File: src/rtl/fft_ctrl_regs.sv
// Control-register responder for the FFT core: point-size config, start/busy/done
// sequencing and a stretched soft reset, behind the scan register mux handshake.
module fft_ctrl_regs #(
  parameter logic [2:0]  PNT_CFG_RST = 3'd7,
  parameter int unsigned RST_CYCLES  = 4
) (
  input  logic        clk,
  input  logic        rst,
  input  logic        pnt_cfg_ren,
  input  logic        pnt_cfg_wen,
  input  logic [2:0]  pnt_cfg_wdata,
  output logic [10:0] pnt_cfg_rdata,
  output logic        pnt_cfg_ready,
  input  logic        start_fft_ren,
  input  logic        start_fft_wen,
  input  logic        start_fft_wdata,
  output logic        start_fft_rdata,
  output logic        start_fft_ready,
  input  logic        reset_fft_ren,
  input  logic        reset_fft_wen,
  input  logic        reset_fft_wdata,
  output logic        reset_fft_rdata,
  output logic        reset_fft_ready,
  input  logic        fft_done,
  output logic [10:0] fft_npoint,
  output logic        fft_start,
  output logic        fft_soft_rst
);

  typedef enum logic [1:0] {IDLE, START, RUN, SRST} state_t;

  localparam logic [7:0] RST_LOAD = 8'(RST_CYCLES);

  state_t     state;
  logic [2:0] cfg;
  logic [7:0] rst_cnt;
  logic       start_req;
  logic       srst_req;

  assign start_req = start_fft_wen & start_fft_wdata;
  assign srst_req  = reset_fft_wen & reset_fft_wdata;

  // Code c selects 2^(c+3) points, so the count is simply 8 shifted by the code.
  assign fft_npoint      = 11'd8 << cfg;
  assign pnt_cfg_rdata   = fft_npoint;
  assign start_fft_rdata = (state != IDLE);
  assign reset_fft_rdata = (state == SRST);

  always_ff @(posedge clk or posedge rst) begin
    if (rst) begin
      state           <= IDLE;
      cfg             <= PNT_CFG_RST;
      rst_cnt         <= 8'd0;
      pnt_cfg_ready   <= 1'b0;
      start_fft_ready <= 1'b0;
      reset_fft_ready <= 1'b0;
      fft_start       <= 1'b0;
      fft_soft_rst    <= 1'b0;
    end else begin
      pnt_cfg_ready   <= pnt_cfg_ren | pnt_cfg_wen;
      start_fft_ready <= start_fft_ren | start_fft_wen;
      reset_fft_ready <= reset_fft_ren | reset_fft_wen;
      fft_start       <= 1'b0;

      if (pnt_cfg_wen && state == IDLE)
        cfg <= pnt_cfg_wdata;

      // A soft-reset write wins over start requests and fft_done in every state.
      if (srst_req) begin
        state        <= SRST;
        rst_cnt      <= RST_LOAD;
        fft_soft_rst <= 1'b1;
      end else begin
        case (state)
          IDLE: begin
            if (start_req) begin
              state     <= START;
              fft_start <= 1'b1;
            end
          end
          START: state <= RUN;
          RUN: begin
            if (fft_done)
              state <= IDLE;
          end
          SRST: begin
            if (rst_cnt <= 8'd1) begin
              rst_cnt      <= 8'd0;
              fft_soft_rst <= 1'b0;
              state        <= IDLE;
            end else begin
              rst_cnt <= rst_cnt - 8'd1;
            end
          end
          default: state <= IDLE;
        endcase
      end
    end
  end

endmodule
File: config.mk
export PLATFORM = sky130hd
export DESIGN_NAME = fft_ctrl_regs
export DESIGN_NICKNAME = d
export VERILOG_FILES = /design/src/rtl/fft_ctrl_regs.sv
export SDC_FILE = /design/constraint.sdc
export NUM_CORES = 1
export LEC_CHECK = 0
export BUFFER_PORTS_ARGS = -buffer_cell sky130_fd_sc_hd__buf_2
export CORE_UTILIZATION = 50
export DETAILED_ROUTE_END_ITERATION = 8
export PLACE_DENSITY = 0.83
export SYNTH_ARGS = -nofsm -noshare
export SYNTH_HDL_FRONTEND = slang
export SYNTH_SLANG_ARGS = --single-unit
File: constraint.sdc
create_clock -name clk -period 4.45 [get_ports clk]
set_input_delay 0 -clock clk [delete_from_list [all_inputs] [get_ports clk]]
set_output_delay 0 -clock clk [all_outputs]
set_load 0.01 [all_outputs]
# ---- Word-level counts from Yosys, hierarchy flattened
# Cells that the tools add are included.
dict set report op_classes {
  add_sub_neg 1
  reduce_logical 7
  mux 14
  shift 1
  n_lt_le_gt_ge 1
  n_bitwise 5
  n_eq_ne 6
}
# cell n
set op_table {}
lappend op_table {{$mux W8} 3}
lappend op_table {{$shl A4 B3 Y11 const A} 1}
lappend op_table {{$le A8 B1 Y1 const B} 1}
lappend op_table {{$mux W2} 4}
lappend op_table {{$pmux W2 S4} 1}
lappend op_table {{$sub A8 B1 Y8 const B} 1}
lappend op_table {{$mux W1} 6}
lappend op_table {{$ne A3 B3 Y1 const B} 2}
lappend op_table {{$reduce_bool A2 Y1} 3}
lappend op_table {{$eq A2 B2 Y1 const B} 2}
lappend op_table {{$ne A3 B1 Y1 const B} 1}
lappend op_table {{$or A1 B1 Y1} 3}
lappend op_table {{$reduce_and A3 Y1} 1}
lappend op_table {{$and A1 B1 Y1} 2}
lappend op_table {{$eq A2 B1 Y1 const B} 1}
lappend op_table {{$logic_not A2 Y1} 1}
lappend op_table {{$reduce_and A2 Y1} 1}
lappend op_table {{$logic_and A1 B1 Y1} 1}
dict set report totals {
  ff_bits 18
}

# ---- Depth between registers and ports, before layout
dict set report logic_depth {
  ltp_word 4
  ltp_mapped 7
  mapped_depth_nobuf 6
}

# ---- Least setup slack after synthesis
# Ideal clock, no wire load.
dict set report synth_timing {
  path_kind {register to register}
  start {register rst_cnt[0]}
  end {register rst_cnt[7]}
  period_less_slack_ps 1585
  slack_ps 2865
  path_stages_with_launch 8
  t_arrival_ps 1503
  path_cell_list {dfrtp_1 -> inv_1 -> ha_1 -> or2_1 -> a31oi_2 -> buf_6 -> a41oi_1 -> a31oi_1}
}
dict set report synth_between {
  elab_chain_cells 4
  elab_cells_between_ends 5
  classes_between {add/sub: 1; order compare: 1; mux: 3}
}
# element line_no
set synth_lines {}
lappend synth_lines {{start, declared} 36} ;# logic [7:0] rst_cnt;
lappend synth_lines {{start signal, assigned} 92} ;# rst_cnt <= rst_cnt - 8'd1;
lappend synth_lines {{$sub A8 B1 Y8 / $le A8 B1 Y1 (equally long branches)} {92, 87}}
lappend synth_lines {{$mux W8 *} 87} ;# if (rst_cnt <= 8'd1) begin
lappend synth_lines {{$mux W8 *} 74} ;# case (state)
lappend synth_lines {{$mux W8 *} 69} ;# if (srst_req) begin
# Every way passes the cells marked *; elsewhere a longest branch is shown, timed or not. The select of a mux whose other input is x is not followed.
# A chain may end at the register's enable or synchronous reset.

# ---- Worst setup path in the final report
# Ends and elaborated chain as after synthesis.

==> results.cfg <==
[cts]
cts_buffers = 3
clk_latency_ps = 290
cts-root-buf = clkbuf_4
cts_sinks = 18
cts_tree = done
cts_htree_levels = 1
cts_buffer_depth = 2
clk_pin_slew_ps = 100
cts_resized = 0

[placement]
place_congestion = 0.833
io_buffer_count = 36
place_inst = 161
preCtsSetupSlack_ps = 2500
dp_hpwl_um = 1500
placed_cell_area_um2 = 1150

[finish]
syn_to_final_growth_pct = 26.9
layout-drive-gt1-share_pct = 36.4
final_cell_area_um2 = 1320
finish.net_count = 168
utilization_pct = 67.2
diodes = 0
stdcell_count = 178

[floorplanning]
initial_core_util_pct = 52.9
io_pins = 43
rows = 16
die_w_um = 47.6
core-area_um2 = 1960
die_h_um = 47.6
dieArea_um2 = 2260

[synthesis]
synth_xor_area_share_pct = 0
synthArstFlopShare_pct = 100
synthAdderAreaFrac_pct = 2.41
synth_compound_area_share_pct = 13.1
yosysWarnings = 0
synth-edff-count = 0
syn-mean-instance-area_um2 = 9.53
syn-cell-area_um2 = 1040
synthFlopType = dfrtp_1
synth.ff_latch_count = 18
synth_top_family_by_area = simple AND/OR/NAND/NOR gates
synth.area.mux_share_pct = 3.25
synthSimpleGateAreaFrac_pct = 21.9
yosysSeqAreaShare_pct = 43.7
synth.distinct_cells = 31
syn_inst = 109

[hold_path]
hold_class = primary input to register

[global_route]
grt_max_degree = 19
antenna_found_initial = 0
grt-ovfl-total = 0
grt_pass1_vias = 729
grt_pass1_wl_um = 3220
grt_use_total_pct = 21.5

[setup_path]
setup.worst_path.end_class = register
critPathLaunchType = register
worstSetupPathType = register to register
critPathArrivalTime_ps = 2210
crit_path_max_fanout = 11
worstPathRequired_ps = 4670

[outcome]
outcome = finished, final reports clean

[sta]
setup_viol = 0
max_freq_ghz = 0.503
worst_pin_slew_ps = 657
hold_viol = 0
period_share_pct = 44.6
worst_clock_skew_ps = 2.83
finalCriticalPeriod_ps = 1990
relSlewSlack_pct = 56.2
timing.hold.ws_ps = 25.6
setup_tns_ps = 0
maxSlewViolCount = 0
rsz0062_at_grt = false
fin_ws_ps = 2460

[power_and_ir_drop]
ir_worst_vdd_mv = 0.345
p_total_mw = 0.805
leakagePower_nw = 0.646
pwr_density_cell_nw_per_um2 = 611

[route]
via_count = 905
first_pass_iters = 4
drt_iter0_markers = 20
wl_um = 2190
drcViolationCount = 0
ant_nets = 0
avgRoutedWirePerCell_um = 12.3
viasPerCell = 5.08

[flow_run]
maxCapViolations = 0
## worst paths after layout
path | start | end | slack [ps] | cells after the start
setup / recovery | rst_cnt[0] | rst_cnt[7] | 2460 | 6
hold / removal | start_fft_wen | state[0] | 30 | 3
setup reg to reg | rst_cnt[0] | rst_cnt[7] | 2460 | 6
hold reg to reg | fft_soft_rst | fft_soft_rst | 550 | 2
max in group asynchronous | rst | rst_cnt[4] | 3710 | 3
min in group asynchronous | rst | rst_cnt[7] | 330 | 3
## area by class of cell
class	count	area, µm²
tap	27	33.8
timing repair buffer	49	310
sequential	18	454
clock buffer	4	36.3
fill	167	644
multi-input combinational	70	445
inverter	10	37.5
## sequential cells by signal, summed over array words and instances (netlist names)
name             count
state                2
fft_start            1
fft_soft_rst         1
rst_cnt              8
reset_fft_ready      1
pnt_cfg_ready        1
cfg                  3
start_fft_ready      1
## layer usage
layer | vias up | GRT usage [%] | share of wire [%]
met5 | - | 0 | 0
met1 | 424 | 26.8 | 40
met3 | 8 | 3.77 | 5.3
li1 | 440 | - | -
met4 | 0 | 10.0 | 3.3
met2 | 33 | 36.2 | 51
## critical path, stage by stage (launching register included)
cell and delay [ps]:
dfrtp_1 450, inv_1 70, ha_1 230, or2_1 260, a31oi_2 510, a41oi_1 220
a31oi_1 180
## Yosys cell counts, drive strengths merged (2+ instances only)
| master | instances | area (µm²) |
|---|---|---|
| mux2 | 3 | 33.8 |
| o22ai | 2 | 12.5 |
| and3 | 2 | 12.5 |
| and3b | 2 | 17.5 |
| inv | 10 | 37.5 |
| a41oi | 2 | 17.5 |
| buf | 15 | 116 |
| or2 | 4 | 25.0 |
| o21ai | 4 | 20.0 |
| ha | 2 | 25.0 |
| a21oi | 4 | 20.0 |
| nand2 | 11 | 41.3 |
| nor3b | 4 | 30.0 |
| nor3 | 2 | 10.0 |
| a31oi | 6 | 50.0 |
| nand3 | 6 | 30.0 |
| dfrtp | 15 | 375 |
| nor4 | 2 | 33.8 |
| dfstp | 3 | 78.8 |
| nor2 | 4 | 15.0 |
## cells in the final DEF (no fill, tap or decap)
master         count
nand2b_1           1
dfrtp_1           15
and2_1             1
buf_2             36
or2_1              1
and3_1             2
conb_1             6
nand2_1           11
nor3_1             2
a31oi_1            4
nand3_1            6
a41oi_1            2
clkbuf_8           1
o21ai_1            4
inv_2              2
o211ai_1           1
inv_1              8
a31oi_2            2
o22ai_1            2
clkbuf_4           3
dfstp_2            3
and3b_1            2
mux2_2             3
nor2_1             4
nor4_4             1
ha_1               2
dlygate4sd3_1     13
o31a_1             1
nor3b_1            4
nor4_2             1
a21oi_1            4
or2_2              3
## logic make-up after synthesis
family                     Yosys count
and+or+nand+nor                     39
buffers and inverters               26
AOI/OAI and AO/OA                   20
DFF                                 18
adders and majority gates            2
other                                1
muxes                                3
## power by group
| group | switching, mW | total (mW) | internal, mW |
|---|---|---|---|
| Clock | 0.0509 | 0.101 | 0.0499 |
| Combinational | 0.219 | 0.393 | 0.174 |
| Sequential | 0.0791 | 0.312 | 0.233 |
## repair_timing
action / in CTS / in global routing
hold buffers: 13 / 0
setup buffers: 0 / 0
hold endpoints to repair: 23 / 0
No activity file was read; power rests on OpenSTA's default activity.
